### config.mk
export PLATFORM = sky130hd
export DESIGN_NAME = mul8bit_seq
export DESIGN_NICKNAME = d
export VERILOG_FILES = /design/src/rtl/mul8bit_seq.sv
export SDC_FILE = /design/constraint.sdc
export NUM_CORES = 1
export LEC_CHECK = 0
export CORE_ASPECT_RATIO = 1.2
export CORE_UTILIZATION = 50
export CTS_CLUSTER_DIAMETER = 150
export CTS_CLUSTER_SIZE = 24
export DETAILED_ROUTE_END_ITERATION = 10
export PLACE_DENSITY_LB_ADDON = 0.12
export SLEW_MARGIN = 20
export SYNTH_ARGS = -nofsm -noshare
export SYNTH_HDL_FRONTEND = slang
export SYNTH_SLANG_ARGS = --single-unit
### constraint.sdc
create_clock -name clk -period 4.3 [get_ports clk]
set_input_delay 0.43 -clock clk [delete_from_list [all_inputs] [get_ports clk]]
set_output_delay 0.43 -clock clk [all_outputs]
set_load 0.02 [all_outputs]
### src/rtl/mul8bit_seq.sv
// mul8bit_seq: sequential 8x8 unsigned shift-and-add multiplier.
// Each RUN step ANDs the multiplicand with one replicated multiplier bit
// and adds the shifted partial product into a 16-bit accumulator.
// Latency is fixed at 8 steps; start/busy/done handshake.
module mul8bit_seq (
   input  logic        clk,
   input  logic        reset,
   input  logic        start,
   input  logic [7:0]  inA,
   input  logic [7:0]  inB,
   output logic [15:0] out,
   output logic        busy,
   output logic        done
);

   typedef enum logic [1:0] {
      S_IDLE = 2'd0,
      S_RUN  = 2'd1,
      S_DONE = 2'd2
   } state_t;

   state_t      r_state;
   logic [7:0]  r_regA;
   logic [7:0]  r_regB;
   logic [15:0] r_acc;
   logic [2:0]  r_count;
   logic [15:0] r_out;
   logic        r_busy;
   logic        r_done;

   logic [7:0]  w_partial;
   logic [15:0] w_shifted;
   logic [15:0] w_sum;

   // 8-bit AND stage: multiplicand gated by the current multiplier bit,
   // then aligned to its bit weight and added to the accumulator
   always_comb begin
      w_partial = r_regA & {8{r_regB[r_count]}};
      w_shifted = {8'h00, w_partial} << r_count;
      w_sum     = r_acc + w_shifted;
   end

   // Control FSM with datapath registers; busy/done are registered
   // alongside the state so they always match the state decode
   always_ff @(posedge clk) begin
      if (reset) begin
         r_state <= S_IDLE;
         r_regA  <= '0;
         r_regB  <= '0;
         r_acc   <= '0;
         r_count <= '0;
         r_out   <= '0;
         r_busy  <= 1'b0;
         r_done  <= 1'b0;
      end else begin
         case (r_state)
            S_IDLE: begin
               r_done <= 1'b0;
               if (start) begin
                  r_regA  <= inA;
                  r_regB  <= inB;
                  r_acc   <= '0;
                  r_count <= '0;
                  r_state <= S_RUN;
                  r_busy  <= 1'b1;
               end else begin
                  r_busy  <= 1'b0;
               end
            end
            S_RUN: begin
               r_acc <= w_sum;
               if (r_count == 3'd7) begin
                  // Publish the sum including this final step
                  r_out   <= w_sum;
                  r_count <= '0;
                  r_state <= S_DONE;
                  r_busy  <= 1'b0;
                  r_done  <= 1'b1;
               end else begin
                  r_count <= r_count + 3'd1;
               end
            end
            S_DONE: begin
               r_done <= 1'b0;
               if (start) begin
                  r_regA  <= inA;
                  r_regB  <= inB;
                  r_acc   <= '0;
                  r_count <= '0;
                  r_state <= S_RUN;
                  r_busy  <= 1'b1;
               end else begin
                  r_state <= S_IDLE;
                  r_busy  <= 1'b0;
               end
            end
            default: begin
               r_state <= S_IDLE;
               r_busy  <= 1'b0;
               r_done  <= 1'b0;
            end
         endcase
      end
   end

   assign out  = r_out;
   assign busy = r_busy;
   assign done = r_done;

endmodule

== Word level (Yosys, flattened, before mapping) ==
Cells that the tools add are included.

* Register bits: 55
* Output and inout bits: 18

* Shift-type cells: 1
* Add/subtract/negate cells: 2
* Bitwise operators: 2
* Muxes and demuxes: 14
* Equality and inequality tests: 6
* Reduce and logical (&&, ||, !) cells: 8
* Magnitude comparators: 1

{| class="wikitable"
|+ Operators with widths
! kind !! number
|-
| 16-bit one-hot mux with 2 select lines || 1
|-
| 16-bit adder || 1
|-
| 16-bit 2-to-1 mux || 1
|-
| 8-bit by 3-bit << shifter with 16-bit output || 1
|-
| 8-bit AND || 1
|-
| 2-bit AND reduction || 4
|-
| 3-bit 2-to-1 mux || 2
|-
| 2-bit one-hot mux with 3 select lines || 1
|-
| 3-bit one-hot mux with 2 select lines || 1
|-
| 3-bit by 4-bit < comparator with 1-bit output, second input constant || 1
|-
| 1-bit 2-to-1 mux || 4
|-
| 2-bit 2-to-1 mux || 2
|-
| 2-bit != test, second input constant || 2
|-
| 2-bit OR reduction || 2
|-
| 3-bit by 1-bit adder with 3-bit output, second input constant || 1
|-
| 1-bit binary-select mux with 3-bit select || 1
|-
| 3-bit == test, second input constant || 1
|-
| 2-bit by 1-bit == test with 1-bit output, second input constant || 1
|-
| 2-bit == test, second input constant || 1
|-
| 2-bit logical NOT || 1
|-
| 2-bit by 1-bit != test with 1-bit output, second input constant || 1
|-
| 1-bit one-hot mux with 2 select lines || 1
|-
| 2-bit nonzero test || 1
|-
| 1-bit NOT || 1
|}

== Longest topological paths before layout ==
* Depth in word-level cells: 6
* Gate-level depth with buffers: 14

== Least setup slack after synthesis ==
Ideal clock, no wire load.

* Kind: reg2reg
* Start: register r_count[0]
* End: register r_out[7], in the netlist out[7]
* Buffers on the path: 2
* Required time: 4168 ps
* Cell stages (with the launch flop): 14
* Arrival: 2837 ps
* Path slack: 1331 ps
* Cells stage by stage: dfxtp_1 buf_4 mux4_2 nand2_1 and2_1 buf_2 a21oi_1 ha_1 a21o_1 a31o_1 o211a_1 or3_1 nand3_1 a21oi_1

* Word-level cells in the longest chain between the ends: 5
* Elaborated cells on any way between the ends: 7
* Those cells by class: add/sub (1); eq/ne (1); shift (1); mux (2); bitwise (1); reduce/logical (1)

{| class="wikitable"
|+ RTL lines
! element !! RTL line !! text
|-
| start: declaration || 26 || <nowiki>logic [2:0] r_count;</nowiki>
|-
| start signal: assignment || 80 || <nowiki>r_count <= r_count + 3'd1;</nowiki>
|-
| 1-bit binary-select mux with 3-bit select || 38 || <nowiki>w_partial = r_regA & {8{r_regB[r_count]}};</nowiki>
|-
| 1-bit 2-to-1 mux (not written as such) || 38 ||
|-
| 8-bit AND || 38 ||
|-
| 8-bit by 3-bit << shifter with 16-bit output || 39 || <nowiki>w_shifted = {8'h00, w_partial} << r_count;</nowiki>
|-
| 16-bit adder || 40 || <nowiki>w_sum = r_acc + w_shifted;</nowiki>
|-
| end signal: assignment || 74 || <nowiki>r_out <= w_sum;</nowiki>
|-
| end: declaration || 27 || <nowiki>logic [15:0] r_out;</nowiki>
|}

Parallel ways exist; a longest one is shown, timed or not. The select of a mux whose other input is x is not followed.
A chain may end at the register's enable or synchronous reset.

== Worst setup path after layout ==
Same ends and word-level chain as after synthesis.

==> results.json <==
{
  "port_buffers": 36,
  "avgViaCountPerCell": 5.503,
  "coreArea_mm2": 0.006090,
  "area_delta_synth_final_pct": 14.85,
  "dp_hpwl_um": 5142,
  "regToRegSetupSlack_ps": 790,
  "slew_headroom_pct": 29.64,
  "dpl_worst_slack_ps": 810.3,
  "worst_hold_slack_ps": 457.7,
  "cts_sinks": 55,
  "drive_gt1_share_pct": 6.353,
  "ys_seq_area_share_pct": 34.66,
  "synth_ff_type": "dfxtp_1",
  "drv_cap": 0,
  "synth_top_area_share_pct": 34.66,
  "synth_fp_nets": 438,
  "placed_area_mm2": 0.003561,
  "io_pins": 37,
  "numCtsBuffers": 5,
  "worstReg2RegEnd": "out[7]$_SDFFE_PP0P_",
  "rsz0062_at_grt": "no",
  "synth.distinct_cells": 60,
  "post_cts_buffers": 0,
  "rows": 31,
  "setup_viol": 0,
  "post-route-cell-area_mm2": 0.003649,
  "die_h_um": 89.32,
  "worstSetupEndpointType": "flip-flop",
  "slew_viol_final": 0,
  "dp.cells": 499,
  "nets": 462,
  "clk_latency_ps": 320,
  "tns_ps": 0,
  "r2r_cells": 11,
  "cts_buffer_depth": 2,
  "clock_skew_ps": 8.215,
  "ant_nets": 0,
  "htreeDepth": 2,
  "wl_met3_um": 201,
  "vias": 2790,
  "die_w_um": 74.77,
  "hold_viol": 0,
  "whs_path_depth": 2,
  "antenna_found_initial": 0,
  "final_cells": 507,
  "crit_type": "reg2reg",
  "synth_edf_count": 0,
  "initialDrtViolationCount": 141,
  "syn_avg_cell_area_um2": 7.942,
  "cellPowerDensity_mw_per_mm2": 255.5,
  "clock.fmax_mhz": 284.6,
  "crit_fanout": 19,
  "ys_async_sr_fraction_pct": 0,
  "grt_max_degree": 52,
  "hp-class": "reg2reg",
  "setup_slack_ps": 786.3,
  "routed.top_layer": "met4",
  "p_leak_nw": 1.440,
  "first_pass_iters": 4,
  "detail_route.wl_per_cell_um": 13.77,
  "ctsHoldBuffers": 0,
  "clk_pin_slew_ps": 100,
  "overflow": 0,
  "worstPathArrival_ps": 3700,
  "routed_wl_um": 6980,
  "reg2reg_from": "r_count[0]$_SDFFE_PP0P_",
  "peakVddDrop_v": 0.0001858,
  "wl_met2_um": 3357,
  "worstHoldEndpoint": "out[5]$_SDFFE_PP0P_",
  "post_cts_resized": 0,
  "post-route-period-util_pct": 81.71,
  "min-delay-start": "out[5]$_SDFFE_PP0P_",
  "tritoncts": "built",
  "synthCells": 400,
  "fin_crit_ps": 3514,
  "ys_ff_latch": 55,
  "crit_required_ps": 4490,
  "synth_area_mm2": 0.003177,
  "tightest_slew_ps": 1051,
  "gp_congestion": 0.8994,
  "grt_pass1_vias": 2536,
  "die_area_mm2": 0.006678,
  "drcViolationCount": 0,
  "crit_path_start_kind": "flip-flop",
  "antenna_cells": 0,
  "clock-root-buffer": "clkbuf_8",
  "status": "completed",
  "grt_usage_pct": 22.83,
  "drt-met1-wl_um": 3284,
  "initial_core_util_pct": 52.17,
  "grt_pass1_wl_um": 11760,
  "yosys_warnings": 0,
  "synth_top_cell_by_area": "dfxtp_1",
  "synthTopCellsByArea": "dfxtp_1 35%, nand2_1 8.7%, a21oi_1 7.6%, ha_1 7.1%, nor2_1 6.3%"
}
per-layer routing:
layer | track usage (%) | vias up
met3 | 3.946 | 10
li1 | - | 1454
met2 | 38.17 | 47
met5 | 0 | -
met4 | 8.919 | 0
met1 | 29.10 | 1279
worst max-delay path by stage:
stage / from / slack, ps / end / cells past startpoint
after global placement: r_count[0]$_SDFFE_PP0P_ / 850 / r_acc[8]$_SDFFE_PP0P_ / 11
after floorplan: r_count[0]$_SDFFE_PP0P_ / 1330 / out[7]$_SDFFE_PP0P_ / 13
final: r_count[0]$_SDFFE_PP0P_ / 790 / out[7]$_SDFFE_PP0P_ / 11
after global routing: r_count[0]$_SDFFE_PP0P_ / 520 / out[12]$_SDFFE_PP0P_ / 11
after detailed placement: r_count[0]$_SDFFE_PP0P_ / 810 / out[12]$_SDFFE_PP0P_ / 11
after CTS: r_count[0]$_SDFFE_PP0P_ / 800 / out[12]$_SDFFE_PP0P_ / 11
cell usage after synthesis (3+ instances only):
master / n
ha_1: 18
xnor2_1: 7
and2_1: 3
dfxtp_1: 55
nand2b_1: 4
inv_1: 5
o21ai_0: 5
o21ai_1: 3
a211oi_1: 5
a22oi_1: 9
a31oi_1: 4
nor2b_1: 5
nor3_1: 8
buf_2: 6
nand2_1: 74
nand4_1: 4
nor2_1: 53
a21o_1: 8
nand3_1: 6
mux2_2: 3
mux2i_1: 6
buf_1: 3
a21oi_1: 48
clkbuf_1: 11
area by class of cell:
| cell class | count | area (um2) |
|---|---|---|
| Clock inverter | 3 | 18.77 |
| Sequential cell | 55 | 1101 |
| Timing Repair Buffer | 40 | 390.4 |
| Clock buffer | 5 | 68.82 |
| Fill cell | 580 | 2441 |
| Multi-Input combinational cell | 317 | 1948 |
| Inverter | 5 | 18.77 |
| Tap cell | 82 | 102.6 |
logic make-up (layout without fill, tap and decap cells):
family / count (synthesis) / after routing / share of synthesized area, %
muxes: 12 / 12 / 4.726
AOI/OAI and AO/OA: 106 / 106 / 22.73
buffers and inverters: 28 / 53 / 4.017
xor gates and xnor gates: 9 / 9 / 2.481
adders and majority gates: 19 / 19 / 7.720
and+or+nand+nor: 171 / 171 / 23.67
DFF: 55 / 55 / 34.66
power by group:
part	switching (W)	leakage [nW]	total, W	internal (W)
sequential	0.0000135	0.446	0.000535	0.000521
clock	0.000177	0.0483	0.000292	0.000115
combinational	0.0000599	0.945	0.000105	0.0000454
total	0.000250	1.44	0.000932	0.000682
worst max-delay path, cell delays in order (launching register included):
cell	delay, ps
dfxtp_1	740
mux4_2	580
nand2_1	160
and2_1	270
a21oi_1	70
ha_1	350
a21o_1	230
a31o_1	250
o211a_1	250
or3_1	330
nand3_1	100
a21oi_1	60
placed cells by master, fill, tap and decap left out, types with 3 or more instances in the layout:
| cell | synthesis | routed |
|---|---|---|
| o21ai_1 | 3 | 3 |
| nor3_1 | 8 | 8 |
| nand3_1 | 6 | 6 |
| a21o_1 | 8 | 8 |
| mux2i_1 | 6 | 6 |
| ha_1 | 18 | 18 |
| buf_4 | 2 | 4 |
| inv_1 | 5 | 5 |
| nand2b_1 | 4 | 4 |
| xnor2_1 | 7 | 7 |
| o21ai_0 | 5 | 5 |
| clkbuf_8 | 0 | 5 |
| a31oi_1 | 4 | 4 |
| a211oi_1 | 5 | 5 |
| and2_1 | 3 | 3 |
| a22oi_1 | 9 | 9 |
| nand4_1 | 4 | 4 |
| a21oi_1 | 48 | 48 |
| clkdlybuf4s50_1 | 0 | 36 |
| nand2_1 | 74 | 74 |
| nor2b_1 | 5 | 5 |
| mux2_2 | 3 | 3 |
| dfxtp_1 | 55 | 55 |
| nor2_1 | 53 | 53 |
metrics by stage:
step           total power [W]  util, %
5_1_grt              0.0009821    59.91
6_report             0.0009321    59.91
2_1_floorplan        0.0006148        -
3_5_place_dp         0.0006519    58.48
3_3_place_gp         0.0006504    58.48
4_1_cts              0.0009436    59.91
sequential cells by signal, indices dropped and copies added, names as in the netlist:
signal,count
r_acc,16
r_regA,8
r_state,2
busy,1
r_count,3
r_regB,8
out,16
done,1
Note: power is estimated with default switching activity, not from simulation.
